## config.mk

```make
export PLATFORM = sky130hd
export DESIGN_NAME = id_ex_stage
export DESIGN_NICKNAME = d
export VERILOG_FILES = /design/src/rtl/id_ex_stage_pkg.sv /design/src/rtl/id_ex_stage_entry.sv /design/src/rtl/id_ex_stage.sv
export SDC_FILE = /design/constraint.sdc
export NUM_CORES = 1
export LEC_CHECK = 0
export ABC_AREA = 1
export BUFFER_PORTS_ARGS = -buffer_cell sky130_fd_sc_hd__clkbuf_2
export CAP_MARGIN = 25
export CORE_AREA = 2 2 224 226
export CTS_BUF_LIST = sky130_fd_sc_hd__clkbuf_4 sky130_fd_sc_hd__clkbuf_8
export CTS_CLUSTER_DIAMETER = 50
export DETAILED_ROUTE_END_ITERATION = 6
export DIE_AREA = 0 0 226 228
export SLEW_MARGIN = 15
export SYNTH_ARGS = -nofsm -noshare
export SYNTH_HDL_FRONTEND = slang
export SYNTH_SLANG_ARGS = --single-unit
```

## constraint.sdc

```tcl
create_clock -name clk -period 2.5 [get_ports clk]
set_clock_uncertainty 0.2 [all_clocks]
set_input_delay 0.125 -clock clk [delete_from_list [all_inputs] [get_ports clk]]
set_output_delay 0.125 -clock clk [all_outputs]
set_load 0.01 [all_outputs]
```

## src/rtl/id_ex_stage_pkg.sv

```systemverilog
// Shared opcode encodings and constants for the decode->execute boundary.
//   ALU op codes (alu_op_e), operand-select constants for A/B muxes,
//   and the writeback snoop hit test used by every pipeline entry.
package id_ex_stage_pkg;

  localparam int unsigned REG_ADDR_W = 5;
  localparam int unsigned ALU_OP_W   = 4;

  typedef enum logic [ALU_OP_W-1:0] {
    ALU_ADD  = 4'd0,
    ALU_SLL  = 4'd1,
    ALU_SLT  = 4'd2,
    ALU_SLTU = 4'd3,
    ALU_XOR  = 4'd4,
    ALU_SRL  = 4'd5,
    ALU_OR   = 4'd6,
    ALU_AND  = 4'd7,
    ALU_MUL  = 4'd8,
    ALU_SUB  = 4'd12,
    ALU_SRA  = 4'd13,
    ALU_BSEL = 4'd15
  } alu_op_e;

  localparam logic ASEL_RS1 = 1'b0;
  localparam logic ASEL_PC  = 1'b1;
  localparam logic BSEL_RS2 = 1'b0;
  localparam logic BSEL_IMM = 1'b1;

  // x0 is hardwired to zero, so a writeback to it never forwards.
  function automatic logic fwd_hit(input logic                  wen,
                                   input logic [REG_ADDR_W-1:0] rd,
                                   input logic [REG_ADDR_W-1:0] rs);
    return wen && (rd != '0) && (rd == rs);
  endfunction

endpackage

```

## src/rtl/id_ex_stage_entry.sv

```systemverilog
// ex_entry_reg: one pipeline entry (valid bit, rs1/rs2 addr+data, opaque payload).
//   i_load       capture i_ld_* this cycle
//   i_valid_d    next value of the valid bit (computed by the owner)
//   i_ld_*       load source fields
//   i_fwd_*      writeback snoop bus
//   o_*          stored fields; o_rsN_data reflects all forwarding so far
// Forwarding is applied to whichever source is being written this cycle:
// the load source when loading, else the held value while valid.
module ex_entry_reg
  import id_ex_stage_pkg::*;
#(
  parameter int unsigned WIDTH = 32,
  parameter int unsigned PAY_W = 8
) (
  input  logic                  clk,
  input  logic                  rst,
  input  logic                  i_load,
  input  logic                  i_valid_d,
  input  logic [REG_ADDR_W-1:0] i_ld_rs1_addr,
  input  logic [REG_ADDR_W-1:0] i_ld_rs2_addr,
  input  logic [WIDTH-1:0]      i_ld_rs1_data,
  input  logic [WIDTH-1:0]      i_ld_rs2_data,
  input  logic [PAY_W-1:0]      i_ld_pay,
  input  logic                  i_fwd_wen,
  input  logic [REG_ADDR_W-1:0] i_fwd_rd,
  input  logic [WIDTH-1:0]      i_fwd_data,
  output logic                  o_valid,
  output logic [REG_ADDR_W-1:0] o_rs1_addr,
  output logic [REG_ADDR_W-1:0] o_rs2_addr,
  output logic [WIDTH-1:0]      o_rs1_data,
  output logic [WIDTH-1:0]      o_rs2_data,
  output logic [PAY_W-1:0]      o_pay
);

  logic                  r_valid;
  logic [REG_ADDR_W-1:0] r_rs1_addr, r_rs2_addr;
  logic [WIDTH-1:0]      r_rs1_data, r_rs2_data;
  logic [PAY_W-1:0]      r_pay;

  logic [REG_ADDR_W-1:0] w_src_rs1_addr, w_src_rs2_addr;
  logic [WIDTH-1:0]      w_src_rs1_data, w_src_rs2_data;
  logic [WIDTH-1:0]      w_rs1_next, w_rs2_next;

  always_comb begin
    w_src_rs1_addr = i_load ? i_ld_rs1_addr : r_rs1_addr;
    w_src_rs2_addr = i_load ? i_ld_rs2_addr : r_rs2_addr;
    w_src_rs1_data = i_load ? i_ld_rs1_data : r_rs1_data;
    w_src_rs2_data = i_load ? i_ld_rs2_data : r_rs2_data;
    w_rs1_next = fwd_hit(i_fwd_wen, i_fwd_rd, w_src_rs1_addr) ? i_fwd_data : w_src_rs1_data;
    w_rs2_next = fwd_hit(i_fwd_wen, i_fwd_rd, w_src_rs2_addr) ? i_fwd_data : w_src_rs2_data;
  end

  always_ff @(posedge clk) begin
    if (rst) begin
      r_valid    <= 1'b0;
      r_rs1_addr <= '0;
      r_rs2_addr <= '0;
      r_rs1_data <= '0;
      r_rs2_data <= '0;
      r_pay      <= '0;
    end else begin
      r_valid <= i_valid_d;
      if (i_load) begin
        r_rs1_addr <= i_ld_rs1_addr;
        r_rs2_addr <= i_ld_rs2_addr;
        r_pay      <= i_ld_pay;
      end
      if (i_load || r_valid) begin
        r_rs1_data <= w_rs1_next;
        r_rs2_data <= w_rs2_next;
      end
    end
  end

  assign o_valid    = r_valid;
  assign o_rs1_addr = r_rs1_addr;
  assign o_rs2_addr = r_rs2_addr;
  assign o_rs1_data = r_rs1_data;
  assign o_rs2_data = r_rs2_data;
  assign o_pay      = r_pay;

endmodule

```

## src/rtl/id_ex_stage.sv

```systemverilog
// id_ex_stage: decode->execute stage feeding the ALU.
//   in_*      decoded instruction with valid/ready handshake
//   flush     drop everything held and incoming
//   fwd_*     writeback snoop bus, forwarded into captured/held rs values
//   out_*     head entry with valid/ready handshake
//   alu_a/b   operand muxes from the head; alu_sel/comp_un pass through
// Two-entry skid buffer: HEAD drives outputs, SKID catches one instruction
// under backpressure. in_ready depends only on the SKID valid register.
module id_ex_stage
  import id_ex_stage_pkg::*;
#(
  parameter int unsigned WIDTH  = 32,
  parameter int unsigned CTRL_W = 8
) (
  input  logic                  clk,
  input  logic                  rst,
  input  logic                  in_valid,
  output logic                  in_ready,
  input  logic [WIDTH-1:0]      in_pc,
  input  logic [REG_ADDR_W-1:0] in_rs1_addr,
  input  logic [REG_ADDR_W-1:0] in_rs2_addr,
  input  logic [WIDTH-1:0]      in_rs1_data,
  input  logic [WIDTH-1:0]      in_rs2_data,
  input  logic [WIDTH-1:0]      in_imm,
  input  logic                  in_asel,
  input  logic                  in_bsel,
  input  logic [ALU_OP_W-1:0]   in_alu_sel,
  input  logic                  in_comp_un,
  input  logic [REG_ADDR_W-1:0] in_rd_addr,
  input  logic                  in_reg_wen,
  input  logic [CTRL_W-1:0]     in_ctrl,
  input  logic                  flush,
  input  logic                  fwd_wen,
  input  logic [REG_ADDR_W-1:0] fwd_rd,
  input  logic [WIDTH-1:0]      fwd_data,
  output logic                  out_valid,
  input  logic                  out_ready,
  output logic [WIDTH-1:0]      alu_a,
  output logic [WIDTH-1:0]      alu_b,
  output logic [ALU_OP_W-1:0]   alu_sel,
  output logic                  comp_un,
  output logic [WIDTH-1:0]      out_pc,
  output logic [WIDTH-1:0]      out_rs2_data,
  output logic [REG_ADDR_W-1:0] out_rd_addr,
  output logic                  out_reg_wen,
  output logic [CTRL_W-1:0]     out_ctrl
);

  localparam int unsigned PAY_W = 2*WIDTH + 1 + 1 + ALU_OP_W + 1 + REG_ADDR_W + 1 + CTRL_W;

  logic                  w_head_valid, w_skid_valid;
  logic                  w_head_load, w_skid_load;
  logic                  w_head_valid_d, w_skid_valid_d;
  logic                  w_accept, w_drain, w_head_from_skid;

  logic [PAY_W-1:0]      w_in_pay, w_skid_pay, w_head_pay, w_head_ld_pay;
  logic [REG_ADDR_W-1:0] w_s_rs1_addr, w_s_rs2_addr, w_h_rs1_addr, w_h_rs2_addr;
  logic [WIDTH-1:0]      w_s_rs1_data, w_s_rs2_data, w_h_rs1_data, w_h_rs2_data;
  logic [REG_ADDR_W-1:0] w_head_ld_rs1_addr, w_head_ld_rs2_addr;
  logic [WIDTH-1:0]      w_head_ld_rs1_data, w_head_ld_rs2_data;

  logic [WIDTH-1:0]      w_h_pc, w_h_imm;
  logic                  w_h_asel, w_h_bsel;

  assign w_in_pay = {in_pc, in_imm, in_asel, in_bsel, in_alu_sel, in_comp_un,
                     in_rd_addr, in_reg_wen, in_ctrl};

  assign in_ready = ~w_skid_valid;

  always_comb begin
    w_accept         = in_valid & ~w_skid_valid;
    w_drain          = w_head_valid & out_ready;
    w_head_from_skid = w_drain & w_skid_valid;
    w_head_load      = 1'b0;
    w_skid_load      = 1'b0;
    w_head_valid_d   = w_head_valid;
    w_skid_valid_d   = w_skid_valid;
    if (flush) begin
      w_head_valid_d = 1'b0;
      w_skid_valid_d = 1'b0;
    end else begin
      // A full SKID forces in_ready low, so a SKID->HEAD move never
      // coincides with an accept.
      if (w_head_from_skid) begin
        w_head_load    = 1'b1;
        w_head_valid_d = 1'b1;
        w_skid_valid_d = 1'b0;
      end else if (w_accept && (!w_head_valid || w_drain)) begin
        w_head_load    = 1'b1;
        w_head_valid_d = 1'b1;
      end else if (w_drain) begin
        w_head_valid_d = 1'b0;
      end
      if (w_accept && w_head_valid && !w_drain) begin
        w_skid_load    = 1'b1;
        w_skid_valid_d = 1'b1;
      end
    end
  end

  always_comb begin
    w_head_ld_rs1_addr = w_head_from_skid ? w_s_rs1_addr : in_rs1_addr;
    w_head_ld_rs2_addr = w_head_from_skid ? w_s_rs2_addr : in_rs2_addr;
    w_head_ld_rs1_data = w_head_from_skid ? w_s_rs1_data : in_rs1_data;
    w_head_ld_rs2_data = w_head_from_skid ? w_s_rs2_data : in_rs2_data;
    w_head_ld_pay      = w_head_from_skid ? w_skid_pay   : w_in_pay;
  end

  ex_entry_reg #(.WIDTH(WIDTH), .PAY_W(PAY_W)) u_skid (
    .clk           (clk),
    .rst           (rst),
    .i_load        (w_skid_load),
    .i_valid_d     (w_skid_valid_d),
    .i_ld_rs1_addr (in_rs1_addr),
    .i_ld_rs2_addr (in_rs2_addr),
    .i_ld_rs1_data (in_rs1_data),
    .i_ld_rs2_data (in_rs2_data),
    .i_ld_pay      (w_in_pay),
    .i_fwd_wen     (fwd_wen),
    .i_fwd_rd      (fwd_rd),
    .i_fwd_data    (fwd_data),
    .o_valid       (w_skid_valid),
    .o_rs1_addr    (w_s_rs1_addr),
    .o_rs2_addr    (w_s_rs2_addr),
    .o_rs1_data    (w_s_rs1_data),
    .o_rs2_data    (w_s_rs2_data),
    .o_pay         (w_skid_pay)
  );

  ex_entry_reg #(.WIDTH(WIDTH), .PAY_W(PAY_W)) u_head (
    .clk           (clk),
    .rst           (rst),
    .i_load        (w_head_load),
    .i_valid_d     (w_head_valid_d),
    .i_ld_rs1_addr (w_head_ld_rs1_addr),
    .i_ld_rs2_addr (w_head_ld_rs2_addr),
    .i_ld_rs1_data (w_head_ld_rs1_data),
    .i_ld_rs2_data (w_head_ld_rs2_data),
    .i_ld_pay      (w_head_ld_pay),
    .i_fwd_wen     (fwd_wen),
    .i_fwd_rd      (fwd_rd),
    .i_fwd_data    (fwd_data),
    .o_valid       (w_head_valid),
    .o_rs1_addr    (w_h_rs1_addr),
    .o_rs2_addr    (w_h_rs2_addr),
    .o_rs1_data    (w_h_rs1_data),
    .o_rs2_data    (w_h_rs2_data),
    .o_pay         (w_head_pay)
  );

  assign {w_h_pc, w_h_imm, w_h_asel, w_h_bsel, alu_sel, comp_un,
          out_rd_addr, out_reg_wen, out_ctrl} = w_head_pay;

  assign out_valid    = w_head_valid;
  assign out_pc       = w_h_pc;
  assign out_rs2_data = w_h_rs2_data;
  assign alu_a        = (w_h_asel == ASEL_PC)  ? w_h_pc  : w_h_rs1_data;
  assign alu_b        = (w_h_bsel == BSEL_IMM) ? w_h_imm : w_h_rs2_data;

endmodule

```

==> summary.md <==
The tools report the placement row count as 82. Dividing the detail-routed wire length by the instance count gives 18.26 µm. First-pass GRT wire length: 107000 µm. The number of fill cells in the layout is 4997.

STA classifies the critical path startpoint as a flip-flop. The number of synthesized flops with an enable pin was 0. The power density relative to cell area is 578.4 nW/µm². Setup violations remaining at the end of the flow were counted as 5.

The die covers 51530 µm². The finished cells cover 23190 µm². Category of cells accounting for the largest share of critical-path delay: buffers and inverters. For the final number of hold-violating endpoints, the log shows 0. The slowest stage cell on the critical path is dlygate4sd3_1. The critical path is of the reg -> reg type. The fraction of the mapped netlist area in adder cells was 0%. Number of buffers created by CTS: 59.

In the finished design, the share of the clock period the worst path needs comes to 101.1%. The total number of vias was 19920; the number of nets in the layout was 3391. In the synthesized netlist the dominant register cell turns out to be dfxtp_1.

The count of mapped cells out of synthesis is 2729, and the fraction of registers with async set/reset is 0%. For the finished layout, the period the worst path requires is 2.528 ns. The dominant combinational cell family by area after synthesis was simple AND/OR/NAND/NOR gates. The number of placed cells counting well taps was 3576; the number of maximum-capacitance constraint violations was 0.

Measured against its own limit, the worst slew margin works out to 35.73%. Setup repair after global routing could not meet its margin everywhere. Via count of the first global-routing pass: 18610. The standard cell area after detailed placement is 19320 µm², and the initial antenna violation count is 5.

Relative to the synthesized area, the layout overhead comes to 35.73%. For this configuration, the core starts out at a cell density of 34.62%. The average instance area after synthesis is 6.260 µm². The worst-case IR drop observed on VDD is 0.0004538 V.

Clock tree synthesis found a total of 320 sinks. The tools report the signal arrival time at the worst endpoint as 2.94 ns. The cell type with the highest aggregate area in the netlist is dfxtp_1. Width of the die: 226 µm. The signal on the critical path passes through inv_4, nand2_4, buf_4, nor3_4, buf_12, buf_12, nand2_1, a21oi_1, dlygate4sd3_1. The floorplan step set the die height to 228 µm. The cell sitting at the root of the clock tree is a clkbuf_8. The max-slew violation count was 0; the maximum net fanout on the critical path was 85.

For the worst-skew pair, the clock arrives at the later sink with an insertion delay of 0.68 ns. Of the cells placed in the final design, the portion with a size suffix greater than 1 is 19.61%. The logs give -0.02832 ns for the least setup slack across all paths after layout and 0 for the sum of overflow across all layers after global routing.

The synthesized netlist devotes 0% of its cell area to XOR and XNOR gates. The transition time at the pin with the least slew margin was 0.9640 ns. Adding up every negative setup slack in the final design gives -0.06865 ns. Clock-pin slew was measured on the worst setup and hold paths at 0.06 ns.

The run finished, with violations left. Port buffering added 350 buffers. The synthesized design contains 320 register bits. For the weighted congestion reported at the end of routability-driven placement, the log shows 0.8709. The logs give 3 for the buffer levels on the longest clock path and 0.3955 GHz for the highest clock rate. The final layout contains routed wiring with a total length of 71290 µm.

The synthesized netlist occupies a cell area of 17080 µm². The largest net degree at the start of global routing was 215; the estimated wirelength of the detail-placed design was 46250 µm. After synthesis, the largest area contributor takes up 37.50% of total cell area. Measured on the finished design, the core utilization comes to 46.98%. After synthesis, flip-flops and latches occupy 37.50% of the total area.

For the worst slack at placement, the log shows -0.1638 ns. The total area inside the core boundary comes to 49350 µm². After Yosys synthesis, and, or, nand and nor cells account for 36.86% of the synthesized area.

The worst hold path belongs to the class in -> reg. Delay of the slowest cell on the worst path: 0.56 ns. The analysis attributes to cell leakage a power of 10.85 nW. For this run, the number of Yosys warnings is 0. The fraction of the mapped netlist area in compound gates was 14.12%; the total nets after synthesis was 2931. The post-detailed-route count of antenna-violating nets is 0, and the DRC violation total after the first TritonRoute iteration is 1841. By area the synthesized netlist is led by dfxtp_1 38%, nand2_1 20%, a21oi_1 7.7%. The tools report the number of library cell types mapped by synthesis as 24.

The dominant cell type by count on the critical path is buf_12. In this run the count of I/O pins placed on the die edge is 351. STA puts the critical path data required time at 2.91 ns. The total iterations of the first detailed-routing run is 5. Together, buffers and inverters on the worst path number 5.

The checks that failed: setup timing. In the global route stage, overall resource usage came out at 26.48%. The number of design rule violations left after detail routing is 0, and the number of vias per cell after detailed routing is 5.103. TritonCTS built the clock tree.

The logs give 2 for the H-tree depth and 3904 for the number of standard cells in the layout, taps in and fillers out. Share of cell area taken by muxes after synthesis: 0%. The tools report the nature of the critical path endpoint as a flip-flop.
## tightest hold or removal path: cells and delay by family
family | cells | cell delay (ns)
AOI/OAI and AO/OA | 1 | 0.05
buffers and inverters | 2 | 0.64
and+or+nand+nor | 1 | 0.06
## area by class of cell
type                            instances  area [µm²]  share of cell area (%)
Inverter                              175       664.4                   2.865
Tap cell                              672       840.8                   3.626
Sequential cell                       320        6414                   27.66
Clock buffer                           90        1164                   5.019
Antenna cell                            4       10.01                 0.04317
Clock inverter                         10       142.6                  0.6152
Timing Repair Buffer                  659        4990                   21.52
Multi-Input combinational cell       1974        8961                   38.65
## final timing paths
kind	startpoint	endpoint	slack (ns)	cells past startpoint
hold / removal	in_rd_addr[2]	u_skid.o_pay[11]	0.06	4
setup / recovery	u_skid.o_valid	u_skid.o_pay[32]	-0.03	9
hold reg to reg	u_skid.o_pay[55]	u_head.o_pay[55]	0.23	2
setup reg to reg	u_skid.o_valid	u_skid.o_pay[32]	-0.03	9
## power by group
part	internal (mW)	switching [mW]
sequential	5.32	0.129
clock	3.25	2.36
combinational	0.912	1.44
## cells by family (layout without fill, tap and decap cells)
kind of cell,Yosys count,after routing
AOI/OAI and AO/OA,482,482
other,0,4
and+or+nand+nor,1491,1492
DFF,320,320
buffers and inverters,436,934
## stage by stage
step | hold slack, ns | power (mW)
CTS | 0.001364 | 13.42
finish | 0.05965 | 13.41
detailed placement | 0.1781 | 7.530
global route | 0.02651 | 13.95
floorplan | 0.004311 | 6.649
global placement | 0.1710 | 7.511
## cell usage in the layout, fill, tap and decap left out, types with 4 or more instances in the layout
cell / instances
clkbuf_4: 12
dfxtp_1: 316
dlygate4sd3_1: 212
nor2_1: 237
nor2_2: 27
nand4_1: 134
a21oi_1: 263
inv_1: 170
clkbuf_8: 78
nor2_4: 23
buf_6: 10
nand2_1: 891
clkbuf_2: 349
nand3_1: 154
buf_12: 20
nand2_2: 11
diode_2: 4
buf_4: 61
clkinv_2: 4
nand3_2: 4
o21ai_0: 214
## state kept, by name, indices dropped and copies added, names as in the netlist
register / count
u_skid.o_valid: 1
u_skid.o_rs2_addr: 5
u_skid.o_rs1_data: 32
u_head.o_valid: 1
u_head.o_pay: 85
u_skid.o_rs1_addr: 5
u_head.o_rs2_data: 32
u_head.o_rs1_addr: 5
u_skid.o_pay: 85
u_head.o_rs1_data: 32
u_skid.o_rs2_data: 32
u_head.o_rs2_addr: 5
## synth_stat cells, types with 4 or more instances
master and n:
dfxtp_1 320, nor2_2 5, nand3_1 155, buf_2 65, clkbuf_1 123, nand4_1 134, a21oi_1 264, o21ai_1 4
nor2_4 10, o21ai_0 214, buf_6 7, buf_1 14, inv_1 171, nand2_2 5, nand2_1 900, nand3_2 5
nor2_1 272, buf_4 52
## what timing repair did
| item | 4_1_cts | 5_1_grt |
|---|---|---|
| hold buffers | 212 | 0 |
| resized for setup | 7 | 78 |
| buffers inserted | 2 | 8 |
| pin swaps | 3 | 11 |
| gates cloned | 0 | 4 |
| setup endpoints to repair | 91 | 134 |
| hold endpoints to repair | 320 | 0 |
## per-layer routing
layer / track usage (%) / share of wire (%) / vias up
met1: 35.17 / 43 / 9126
met5: 0 / 0 / -
met4: 12.85 / 4.9 / 0
met3: 4.289 / 7.4 / 188
met2: 41.65 / 45 / 927
li1: - / - / 9681
Power figures use the tool's default switching activity.
